==> src/rtl/hash_display_scanner.sv <==
// Captures the SHA-256 digest once and pages it across an 8-digit seven-segment display.
// Latency: outputs registered, one cycle behind internal state; no backpressure, display sink only.
module hash_display_scanner #(
  parameter int           SCAN_BITS   = 17,
  parameter int           PAGE_CYCLES = 100000000,
  parameter logic [255:0] EXPECTED    = 256'hB94D27B9934D3E08A52E52D7DA7DABFAC484EFE37A5380EE9088F7ACE2EFCDE9
) (
  input  logic         clock,
  input  logic         reset,
  input  logic         finished,
  input  logic [255:0] hash_value,
  input  logic         next_page,
  output logic         A,
  output logic         B,
  output logic         C,
  output logic         D,
  output logic         E,
  output logic         F,
  output logic         G,
  output logic         an0,
  output logic         an1,
  output logic         an2,
  output logic         an3,
  output logic         an4,
  output logic         an5,
  output logic         an6,
  output logic         an7,
  output logic         done_LED,
  output logic         match_LED,
  output logic [2:0]   page_LED
);

  localparam int            TW         = $clog2(PAGE_CYCLES);
  localparam int            SW         = SCAN_BITS + 3;
  localparam logic [TW-1:0] TIMER_LAST = TW'(PAGE_CYCLES - 1);

  typedef enum logic {IDLE, SHOW} state_t;

  state_t         state_q, state_d;
  logic [255:0]   hold_q;
  logic           match_q;
  logic [2:0]     page_q;
  logic [TW-1:0]  timer_q;
  logic           btn_q;
  logic [SW-1:0]  scan_q;
  logic [6:0]     seg_q;
  logic [7:0]     an_q;
  logic           done_q;
  logic           match_led_q;
  logic [2:0]     page_led_q;

  logic           capture;
  logic           press;
  logic           advance;
  logic [2:0]     digit;
  logic [31:0]    page_word;
  logic [3:0]     nibble;

  // Lit segments as {A,B,C,D,E,F,G}, 1 = lit; inverted on the way out.
  function automatic logic [6:0] hex_lit(input logic [3:0] n);
    case (n)
      4'h0: hex_lit = 7'b1111110;
      4'h1: hex_lit = 7'b0110000;
      4'h2: hex_lit = 7'b1101101;
      4'h3: hex_lit = 7'b1111001;
      4'h4: hex_lit = 7'b0110011;
      4'h5: hex_lit = 7'b1011011;
      4'h6: hex_lit = 7'b1011111;
      4'h7: hex_lit = 7'b1110000;
      4'h8: hex_lit = 7'b1111111;
      4'h9: hex_lit = 7'b1111011;
      4'hA: hex_lit = 7'b1110111;
      4'hB: hex_lit = 7'b0011111;
      4'hC: hex_lit = 7'b1001110;
      4'hD: hex_lit = 7'b0111101;
      4'hE: hex_lit = 7'b1001111;
      default: hex_lit = 7'b1000111;
    endcase
  endfunction

  always_comb begin
    state_d = state_q;
    capture = 1'b0;
    press   = next_page & ~btn_q;
    advance = 1'b0;
    case (state_q)
      IDLE: begin
        if (finished) begin
          capture = 1'b1;
          state_d = SHOW;
        end
      end
      SHOW: advance = press | (timer_q == TIMER_LAST);
      default: state_d = IDLE;
    endcase
  end

  // Page 0 is the most significant word, so the shift is (7 - page) words.
  assign digit     = scan_q[SW-1:SCAN_BITS];
  assign page_word = 32'(hold_q >> {~page_q, 5'd0});
  assign nibble    = page_word[{digit, 2'b00} +: 4];

  always_ff @(posedge clock) begin
    if (capture) hold_q <= hash_value;
  end

  always_ff @(posedge clock) begin
    if (reset) begin
      state_q <= IDLE;
      match_q <= 1'b0;
      page_q  <= 3'd0;
      timer_q <= '0;
      btn_q   <= 1'b0;
      scan_q  <= '0;
    end else begin
      state_q <= state_d;
      btn_q   <= next_page;
      scan_q  <= scan_q + 1'b1;
      if (capture) begin
        match_q <= (hash_value == EXPECTED);
        page_q  <= 3'd0;
        timer_q <= '0;
      end else if (state_q == SHOW) begin
        if (advance) begin
          page_q  <= page_q + 3'd1;
          timer_q <= '0;
        end else begin
          timer_q <= timer_q + 1'b1;
        end
      end
    end
  end

  always_ff @(posedge clock) begin
    if (reset || state_q != SHOW) begin
      seg_q       <= 7'h7F;
      an_q        <= 8'hFF;
      done_q      <= 1'b0;
      match_led_q <= 1'b0;
      page_led_q  <= 3'd0;
    end else begin
      seg_q       <= ~hex_lit(nibble);
      an_q        <= ~(8'b1 << digit);
      done_q      <= 1'b1;
      match_led_q <= match_q;
      page_led_q  <= page_q;
    end
  end

  assign {A, B, C, D, E, F, G}                  = seg_q;
  assign {an7, an6, an5, an4, an3, an2, an1, an0} = an_q;
  assign done_LED  = done_q;
  assign match_LED = match_led_q;
  assign page_LED  = page_led_q;

endmodule

==> config.mk <==
export PLATFORM = sky130hd
export DESIGN_NAME = hash_display_scanner
export DESIGN_NICKNAME = d
export VERILOG_FILES = /design/src/rtl/hash_display_scanner.sv
export SDC_FILE = /design/constraint.sdc
export NUM_CORES = 1
export LEC_CHECK = 0
export CELL_PAD_IN_SITES_DETAIL_PLACEMENT = 1
export CELL_PAD_IN_SITES_GLOBAL_PLACEMENT = 1
export CORE_UTILIZATION = 55
export CTS_CLUSTER_SIZE = 16
export DETAILED_ROUTE_END_ITERATION = 16
export DONT_BUFFER_PORTS = 1
export PLACE_DENSITY_LB_ADDON = 0.25
export SYNTH_ARGS = -nofsm -noshare
export SYNTH_HDL_FRONTEND = slang
export SYNTH_SLANG_ARGS = --single-unit
==> constraint.sdc <==
create_clock -name clock -period 25.6 [get_ports clock]
set_input_delay 1.28 -clock clock [delete_from_list [all_inputs] [get_ports clock]]
set_output_delay 1.28 -clock clock [all_outputs]
set_load 0.02 [all_outputs]
==> out/results.ini <==
[yosys]
synth-simple-area-share_pct = 12.39
post_synth_fa_ha_maj_area_fraction_pct = 0.8226
synthMuxAreaShare_pct = 12.00
synth-seq-area-share_pct = 66.83
synth_flop_cell = edfxtp_1
synth_top_family_by_area = simple AND/OR/NAND/NOR gates
netlist_top_cells_area = edfxtp_1 56%, dfxtp_1 11%, mux4_2 7.2%
synthCells = 882
ys_warn_count = 0
yosysTopAreaCellShare_pct = 56.16
yosysTopAreaCell = edfxtp_1
synth_common_cells = 256 x edfxtp_1, 75 x nor2_1, 73 x dfxtp_1
synth_most_common_cell = edfxtp_1
synthesis.area_um2 = 13690
syn-num-nets = 1151
synth.distinct_cells = 67
ys_ff_latch = 329
synth_edf_count = 256
avgSynthCellArea_um2 = 15.52
synth_xor_area_share_pct = 2.815
synth-compound-area-share_pct = 3.071
ys_async_sr_fraction_pct = 0

[power]
switching_share_pct = 21.26
p_comb_share_pct = 4.2
switchingPower_w = 0.0002441
power_w = 0.001148
power_density_nw_per_um2 = 76.45
internal_power_w = 0.0009042
pwr-share-seq_pct = 53.8
leakage_nw = 4.773
clockPowerShare_pct = 42.0
peakVddDrop_uv = 59.11

[floorplan]
die_h_um = 159.8
core_area_um2 = 24390
die_area_um2 = 25520
rows = 57
initial_core_util_pct = 56.12
fp.dieW_um = 159.8
ioPinCount = 280

[grt]
antenna_found_initial = 3
grt_pass1_wl_mm = 57.42
grt_pass1_vias = 8906
grt_max_degree = 95
groute.usage.overall_pct = 31.28
grt_overflow = 0

[placed_design]
pre_cts_ws_ps = 20630
dpl_cell_area_um2 = 13930
routabilityCongestion = 0.9030
dp_hpwl_mm = 29.75
io_buffers = 0

[worst_setup_path]
crit_required_ps = 26040
crit_type = input port to flop
end_kind = flop
ff2ff_path_depth = 8
start_kind = input port
path_max_fanout = 94
worstPathArrival_ps = 4970

[sta]
worst_pin_slew_ps = 1181
worst_slack_ps = 21070
period_needed_ps = 4531
post-route-period-util_pct = 17.70
fin_hold_ws_ps = 498.4
drv_slew = 0
finalSetupViolCount = 0
rsz0062_at_grt = no
fmax_mhz = 220.7
fin_tns_setup_ps = 0
hold_viol_final = 0
slew_headroom_pct = 21.29
fin_skew_ps = 25.50

[clock_tree]
cts_resized = 0
h-tree-depth = 2
cts-buffers-inserted = 35
clk_path_buf_depth = 3
cts_root_buf = clkbuf_16
postCtsSetupBuffers = 0
cts.sinks = 329
insertion_delay_ps = 520
hold_buffers = 0
cts_tree = done
cts.clk_slew.worst_paths_ps = 60

[routing]
firstDrtPassIters = 8
drtAntennaViolNets = 0
via_per_inst = 6.595
post_drt_wl_per_cell_um = 31.96
drc_errors = 0
drt_iter0_markers = 783
vias = 8224
routed_wl_mm = 39.86

[final_layout]
num-nets-final = 1162
multiInputGateArea_um2 = 4265
drive_gt1_share_pct = 13.26
final_area_um2 = 15020
fill_cells = 2230
layout.area.seq_um2 = 9156
syn_to_final_growth_pct = 9.716

[run]
max_cap_viol_count = 0

[min_path]
whs_path_depth = 1
worstHoldPathType = flop to flop

[status]
status = finished, final reports clean

path summary, 6_finish.rpt:
path	slack (ps)	end	from
setup / recovery	21070	match_q$_SDFFE_PP0P_	finished
hold / removal	500	scan_q[0]$_SDFF_PP0_	scan_q[0]$_SDFF_PP0_
setup reg to reg	21390	match_q$_SDFFE_PP0P_	state_q$_SDFF_PP0_
hold reg to reg	500	scan_q[0]$_SDFF_PP0_	scan_q[0]$_SDFF_PP0_
cells by family (layout without fill, tap and decap cells):
kind of cell	Yosys count	count (layout)
AND/OR/NAND/NOR	308	308
flip-flops	329	329
adder cells (fa/ha/maj)	9	9
buffers and inverters	46	84
XOR/XNOR	44	44
multiplexers	90	90
AO/OA/AOI/OAI	56	56
other	0	3
area by class of cell:
cell class	instances	area share, %
clock buffer	46	6.248
multi-input combinational	507	28.40
timing repair buffer	8	0.3999
antenna	3	0.04998
sequential	329	60.96
inverter	12	0.2999
clock inverter	18	0.9414
tap	324	2.699
worst max-delay path, stage by stage:
cell	delay [ps]
nor2b_4	110
buf_4	780
buf_4	1020
buf_4	960
nand3_1	180
nor3_1	180
nand4_1	140
o21ai_0	200
layer usage:
metal	global-route usage, %	wire length [um]	vias up
li1	-	-	3485
met1	36.67	14170	4168
met3	11.19	4415	89
met2	53.28	19990	482
met5	0	0	-
met4	10.84	1277	0
flip-flops by register name, summed over array words and instances (netlist names), 3 cells and up:
register	count
scan_q	20
page_LED	3
page_q	3
an_q	8
hold_q	256
seg_q	7
timer_q	27
per-stage QoR:
stage	util, %	instances
2_1_floorplan	-	882
3_3_place_gp	57.12	1180
3_5_place_dp	57.12	1180
4_1_cts	61.55	1244
5_1_grt	61.58	1247
6_report	61.58	1247
power by group through the flow:
stage	Combinational (W)	Clock [W]	Sequential, W
floorplan	0.0000371	0	0.000631
global placement	0.0000456	0	0.000626
detailed placement	0.0000476	0	0.000628
CTS	0.0000480	0.000488	0.000617
global route	0.0000506	0.000506	0.000619
finish	0.0000484	0.000482	0.000617
placed cells by master (no fill, tap or decap), types with 11 or more instances in the layout:
cell type and count:
clkbuf_16 36, inv_1 12, xnor2_1 17, dfxtp_1 71, xor2_1 27, nor2_1 75, nand4_1 26, a21oi_1 13
nor4_1 12, mux4_2 44, edfxtp_1 256, mux2i_1 22, clkinv_1 11, nand2_1 54, nand3_1 43, nor4b_1 15
nand4b_1 14
(Power assumes the default switching activity.)
